[src/rtl/hazard_stall_unit.sv]
// hazard_stall_unit: ID-stage load-use/branch interlock with stall FSM; HAZARD_STATS_EN adds stall/flush counters
module hazard_stall_unit #(
    parameter int REG_W = 5
`ifdef HAZARD_STATS_EN
    ,
    parameter int CNT_W = 16
`endif
) (
    input  logic             clk,
    input  logic             reset,
    input  logic [REG_W-1:0] id_rs,
    input  logic [REG_W-1:0] id_rt,
    input  logic             id_uses_rt,
    input  logic             id_is_branch,
    input  logic             id_branch_taken,
    input  logic             idex_memread,
    input  logic             idex_regwrite,
    input  logic [REG_W-1:0] idex_writereg,
    input  logic             exmem_memread,
    input  logic [REG_W-1:0] exmem_writereg,
`ifdef HAZARD_STATS_EN
    output logic [CNT_W-1:0] stall_cycles,
    output logic [CNT_W-1:0] flush_count,
`endif
    output logic             pc_write,
    output logic             ifid_write,
    output logic             idex_bubble,
    output logic             ifid_flush,
    output logic             stall_active
);
    typedef enum logic [1:0] {RUN, STALL2, STALL1} state_t;
    state_t state, next_state;
    logic match_ex, match_mem, h2, h1, run, stall;
    always_comb begin
        match_ex   = (idex_writereg != '0) && ((idex_writereg == id_rs) || (id_uses_rt && idex_writereg == id_rt));
        match_mem  = (exmem_writereg != '0) && ((exmem_writereg == id_rs) || (id_uses_rt && exmem_writereg == id_rt));
        h2         = id_is_branch && idex_memread && match_ex;
        h1         = (!id_is_branch && idex_memread && match_ex)
                   || (id_is_branch && idex_regwrite && !idex_memread && match_ex)
                   || (id_is_branch && exmem_memread && match_mem);
        run        = state == RUN;
        // outside RUN the stall is unconditional, so no input reaches the outputs there
        stall      = !reset && (!run || h2 || h1);
        pc_write     = !stall;
        ifid_write   = !stall;
        idex_bubble  = stall;
        ifid_flush   = !reset && run && !stall && id_is_branch && id_branch_taken;
        stall_active = !reset && !run;
        next_state   = (run && h2) ? STALL1 : RUN;
    end
    always_ff @(posedge clk)
        state <= reset ? RUN : next_state;
`ifdef HAZARD_STATS_EN
    always_ff @(posedge clk) begin
        stall_cycles <= reset ? '0 : (idex_bubble && !(&stall_cycles)) ? stall_cycles + 1'b1 : stall_cycles;
        flush_count  <= reset ? '0 : (ifid_flush && !(&flush_count)) ? flush_count + 1'b1 : flush_count;
    end
`endif
endmodule

[config.mk]
export PLATFORM = sky130hd
export DESIGN_NAME = hazard_stall_unit
export DESIGN_NICKNAME = d
export VERILOG_FILES = /design/src/rtl/hazard_stall_unit.sv
export SDC_FILE = /design/constraint.sdc
export NUM_CORES = 1
export LEC_CHECK = 0
export ABC_AREA = 1
export BUFFER_PORTS_ARGS = -buffer_cell sky130_fd_sc_hd__buf_2
export CAP_MARGIN = 25
export CORE_AREA = 2 2 39 41
export DETAILED_ROUTE_END_ITERATION = 12
export DIE_AREA = 0 0 41 43
export PLACE_DENSITY = 0.77
export SLEW_MARGIN = 40
export SYNTH_ARGS = -nofsm -noshare
export SYNTH_HDL_FRONTEND = slang
export SYNTH_SLANG_ARGS = --single-unit
[constraint.sdc]
create_clock -name clk -period 1.1 [get_ports clk]
set_clock_uncertainty 0.05 [all_clocks]
set_input_delay 0.165 -clock clk [delete_from_list [all_inputs] [get_ports clk]]
set_output_delay 0.165 -clock clk [all_outputs]
set_load 0.02 [all_outputs]
==> results of run 1 <==
==> kinds of logic after synthesis <==
| logic type | after synthesis |
|---|---|
| AND/OR/NAND/NOR | 89 |
| buffers and inverters | 24 |
| XOR/XNOR | 2 |
| AO/OA/AOI/OAI | 1 |
| flip-flops | 1 |
==> stage by stage <==
| stage | util, % | cells | hold WS, ps | TNS, ps |
|---|---|---|---|---|
| 6_report | 73.3 | 168 | 408 | -834 |
| 5_1_grt | 73.3 | 168 | 429 | -1100 |
| 4_1_cts | 62.5 | 168 | 406 | -757 |
| 2_1_floorplan | - | 117 | 266 | -36.1 |
| 3_5_place_dp | 52.1 | 167 | 400 | -1160 |
| 3_3_place_gp | 52.1 | 167 | 397 | -974 |
==> layer usage <==
layer | vias up | track usage (%) | wire length, um
li1 | 419 | - | -
met5 | - | 0 | 0
met3 | 0 | 0 | 69
met2 | 19 | 35.0 | 1050
met1 | 366 | 24.5 | 754
met4 | 0 | 1.33 | 0
==> cell usage in the layout (no fill, tap or decap) <==
cell type  instances
a21oi_1            1
buf_2             10
buf_4              5
buf_6             15
buf_8              6
dfxtp_1            1
inv_1              4
inv_2              9
inv_4              6
inv_6              3
inv_8              1
nand2_1           39
nand2_2           15
nand2_4            4
nand3_1            5
nand3_2            3
nand3_4            1
nand4_1            2
nor2_1            11
nor2_2             6
nor2_4             2
nor3_2             1
xnor2_1            2
==> area by class of cell <==
| class | count | share of cell area [%] |
|---|---|---|
| Multi-Input combinational cell | 92 | 49.7 |
| Tap cell | 16 | 1.97 |
| Inverter | 23 | 12.2 |
| Sequential cell | 1 | 1.97 |
| Timing Repair Buffer | 36 | 34.2 |
==> power groups by stage <==
stage	registers, uW	logic, uW	clock network [uW]
5_1_grt	37.5	396	0
6_report	37.5	367	0
4_1_cts	37.5	295	0
3_3_place_gp	37.5	232	0
3_5_place_dp	37.5	238	0
2_1_floorplan	37.5	130	0
==> worst max-delay path by stage <==
stage,depth (start not counted),end,startpoint
6_report,11,idex_bubble,idex_writereg[0]
3_5_place_dp,12,idex_bubble,idex_writereg[2]
4_1_cts,12,idex_bubble,idex_writereg[3]
5_1_grt,12,idex_bubble,idex_writereg[0]
2_1_floorplan,10,idex_bubble,idex_writereg[1]
3_3_place_gp,12,idex_bubble,idex_writereg[2]
==> timing repair <==
action,CTS,global route
pin swaps,22,32
setup endpoints to repair,5,5
hold buffers,0,0
hold endpoints to repair,0,0
gates resized for setup,48,48
buffers inserted,2,0
==> worst max-delay path: stages <==
cell and delay (ps):
buf_6 110, nand2_2 70, nand2_2 60, nor2_2 110, nand3_2 80, nand2_2 90
nand2_2 60, nor2_2 90, nor2_1 50, nor2_2 120, buf_6 130
==> impl_metrics.py, run 1 <==
metrics = {
    "run_status": {
        "status": "complete, but fails checks",
        "violations": "setup timing",
    },
    "finish": {
        "nNetsFinal": 182,
        "n_antenna_cell": 0,
        "largest_register_ffs": 1,
        "reg_top3": "state: 1 flops",
        "final_cell_area_sq_um": 1010,
        "drive_above_1_share_pct": 57.2,
        "register_area_sq_um": 20.0,
        "syn2layout_area_growth_pct": 108,
        "fillers": 107,
        "top_register": "state",
        "multiInputGateArea_sq_um": 504,
    },
    "synthesis": {
        "synth_compound_area_share_pct": 1.03,
        "synth_xor_area_share_pct": 3.59,
        "yosysMostFrequentCell": "nand2_1",
        "synth_fa_ha_area_share_pct": 0,
        "synth.top_cell.area_share_pct": 44.6,
        "yosys.area_share.simple_pct": 72.1,
        "synthArstFlopShare_pct": 0,
        "yosys.area.top_type": "nand2_1",
        "synthFlopType": "dfxtp_1",
        "synth_seq_cells": 1,
        "syn_nets": 145,
        "yosys.cell_types.count": 11,
        "syn_inst": 117,
        "netlist_area_sq_um": 488,
        "synth_top_family_by_area": "simple AND/OR/NAND/NOR gates",
        "synth_edf_count": 0,
        "synth_warnings": 0,
        "syn_area_per_cell_sq_um": 4.17,
        "synth_mux_area_share_pct": 0,
        "yosys-top-cells-area": "nand2_1, inv_1, nor2_1",
        "ys_seq_area_share_pct": 4.10,
        "yosys-top-cells-count": "nand2_1, inv_1, nor2_1",
    },
    "pwr": {
        "p_total_uw": 404,
        "power.clock.fraction_pct": 0,
        "seqPwrFrac_pct": 9.3,
        "power.switching_uw": 187,
        "powerDensity_nw_per_um2": 398,
        "internal-power_uw": 217,
        "vdd_ir_drop_max_mv": 0.269,
        "p_leak_uw": 0.000576,
        "switching_share_pct": 46.4,
        "p_comb_share_pct": 90.7,
    },
    "placed_design": {
        "dp_hpwl_mm": 1.23,
        "placed_area_sq_um": 721,
        "gp_congestion": 0.853,
        "preCtsSetupSlack_ps": -335,
        "portBuffers": 32,
    },
    "floorplan": {
        "row_count": 14,
        "design.core.area_sq_um": 1380,
        "ios": 33,
        "die_x_um": 41,
        "die_area_sq_um": 1760,
        "start_util_pct": 35.3,
        "fp.dieH_um": 43,
    },
    "routing": {
        "viasPerCell": 4.79,
        "drt_iter0_markers": 15,
        "wl_per_cell_um": 11.1,
        "drc_errors": 0,
        "vias": 804,
        "dr.pass1.iters": 4,
        "routed_wl_mm": 1.87,
        "ant_nets": 0,
    },
    "worst_setup_path": {
        "worstSetupPathType": "in2out",
        "cp.arrival_ps": 1140,
        "cp_max_fo": 5,
        "r2r_slack_ps": 340,
        "crit_path_end_kind": "primary output",
        "required_ps": 880,
        "worstSetupStartpointType": "input pin",
        "r2r_cells": 3,
        "reg2reg_to": "state[1]",
        "timing.rr.start": "state[1]",
    },
    "sta": {
        "fin_crit_sh_pct": 124,
        "setup_viol": 4,
        "worst_slack_ps": -259,
        "tightest_slew_ps": 224,
        "fmax_mhz": 736,
        "hold_viol": 0,
        "slew_viol_final": 0,
        "min_period_ps": 1360,
        "rsz0062_at_grt": "yes",
        "slew_headroom_pct": 85.1,
    },
    "global_route": {
        "grt_pass1_wl_mm": 2.48,
        "grt_max_degree": 6,
        "grt_antenna_before_repair": 0,
        "first_global_vias": 656,
        "grt-ovfl-total": 0,
        "grt.total_usage_pct": 19.1,
    },
    "worst_hold_path": {
        "min_from": "idex_memread",
        "hold_depth": 3,
        "hold_path_class": "in2reg",
        "whs_endpoint": "state[1]",
    },
    "clocking": {
        "clkLatencyLatePin_ps": 0,
        "clkTransAtPathRegs_ps": 0,
    },
    "flow_run": {
        "drv_cap": 0,
    },
}
No activity file was read; power rests on OpenSTA's default activity.
==> inputs of run 2 (changes only) <==
--- a/config.mk
+++ b/config.mk
@@ -12,6 +12,7 @@
 export DETAILED_ROUTE_END_ITERATION = 12
 export DIE_AREA = 0 0 41 43
 export PLACE_DENSITY = 0.77
+export SETUP_SLACK_MARGIN = 0.3
 export SLEW_MARGIN = 40
 export SYNTH_ARGS = -nofsm -noshare
 export SYNTH_HDL_FRONTEND = slang
==> run 2 against run 1 <==
  * The flow still finishes with violations (setup timing)
  * Hold slack worse by 18 ps
  * Register-to-register slack better by 90 ps
  * Via count decreased by 3.4%
  * Critical path depth fell by 1
  * Final area down 5.5%
  * First-iteration DRC count grew 6.7%
  * Combinational power fell by 9.8%
  * Die area unchanged
  * Wire length fell by 9.7%
  * Critical endpoint unchanged
==> impl_metrics.py, run 2 (synthesis gave the netlist of run 1 again) <==
metrics = {
    "floorplan": {
        "die_area_sq_um": 1760,
        "start_util_pct": 35.3,
        "ios": 33,
        "fp.dieH_um": 43,
        "row_count": 14,
        "design.core.area_sq_um": 1380,
        "die_x_um": 41,
    },
    "finish": {
        "syn2layout_area_growth_pct": 96.4,
        "final_cell_area_sq_um": 958,
        "largest_register_ffs": 1,
        "fin_util_pct": 69.3,
        "layout_common_cells": "nand2_1, buf_6, nor2_1",
        "stdcell_count": 166,
        "drive_above_1_share_pct": 50.0,
        "final_common_cell": "nand2_1",
        "reg_top3": "state: 1 flops",
        "top_register": "state",
        "nNetsFinal": 180,
        "n_antenna_cell": 0,
    },
    "routing": {
        "wl_per_cell_um": 10.2,
        "dr.pass1.iters": 4,
        "drt_iter0_markers": 16,
        "vias": 777,
        "viasPerCell": 4.68,
        "routed_wl_mm": 1.69,
        "drc_errors": 0,
        "ant_nets": 0,
    },
    "sta": {
        "fin_crit_sh_pct": 119,
        "fmax_mhz": 767,
        "min_period_ps": 1300,
        "hold_viol": 0,
        "fin_hold_ws_ps": 390,
        "worst_slack_ps": -204,
        "setup_viol": 4,
        "rsz0062_at_grt": "yes",
        "tightest_slew_ps": 186,
        "slew_viol_final": 0,
        "slew_headroom_pct": 87.6,
    },
    "placed_design": {
        "dp_cells": 166,
        "portBuffers": 32,
        "dp_hpwl_mm": 1.25,
        "placed_area_sq_um": 716,
        "gp_congestion": 0.848,
    },
    "clocking": {
        "post_cts_buffers": 0,
        "clkLatencyLatePin_ps": 0,
        "clkTransAtPathRegs_ps": 0,
    },
    "worst_setup_path": {
        "worstSetupPathType": "in2out",
        "crit_path_end_kind": "primary output",
        "cp-startpoint": "exmem_writereg[0]",
        "worstSetupStartpointType": "input pin",
        "timing.rr.start": "state[1]",
        "cp_max_fo": 3,
        "cp.arrival_ps": 1090,
        "required_ps": 880,
    },
    "run_status": {
        "violations": "setup timing",
        "status": "complete, but fails checks",
    },
    "global_route": {
        "grt_pass1_wl_mm": 2.69,
        "grt_max_degree": 6,
        "grt-ovfl-total": 0,
        "grt_antenna_before_repair": 0,
        "first_global_vias": 708,
        "grt.total_usage_pct": 20.5,
    },
    "pwr": {
        "vdd_ir_drop_max_mv": 0.208,
        "powerDensity_nw_per_um2": 385,
        "p_leak_uw": 0.000558,
        "p_total_uw": 369,
    },
    "worst_hold_path": {
        "min_from": "idex_memread",
        "hold_path_class": "in2reg",
    },
    "flow_run": {
        "drv_cap": 0,
    },
}
-- run 2: critical path, cell delays in order --
cell and delay [ps]:
buf_6 100, nor2_1 130, nand4_1 100, nand3_1 90, inv_1 50, nand2_2 90, nand2_1 50, nor2_1 130
nor2_2 50, buf_6 120
-- run 2: worst paths after layout --
path | endpoint | slack, ps | cells past startpoint
max | idex_bubble | -200 | 10
min | state[1] | 390 | 3
max reg2reg | state[1] | 430 | 3
min reg2reg | state[1] | 460 | 3
-- run 2: what timing repair did --
item,CTS,global route
gates resized for setup,49,24
hold endpoints to repair,0,0
setup endpoints to repair,6,6
hold buffers,0,0
pin swaps,14,13
-- run 2: power breakdown --
part / switching [uW] / internal (uW)
registers: 0.278 / 37.5
logic: 164 / 167
clock network: 0 / 0
-- run 2: routing by layer --
metal / vias to the layer above / global-route usage, % / wire length, um
li1: 415 / - / -
met1: 349 / 26.7 / 676
met2: 13 / 37.5 / 962
met3: 0 / 0.524 / 49
met4: 0 / 0 / 0
met5: - / 0 / 0
-- run 2: cell type report --
type	instances	area, sq um
multi-input combinational	92	454
fill	131	425
timing repair buffer	34	344
inverter	23	119
sequential	1	21.3
tap	16	20.0
-- run 2: through the flow --
step	worst slack [ps]	TNS, ps
final	-204	-723
after global routing	-304	-1130
after CTS	-181	-673
after detailed placement	-254	-935
after global placement	-249	-952
after floorplan	-2.37	-2.37
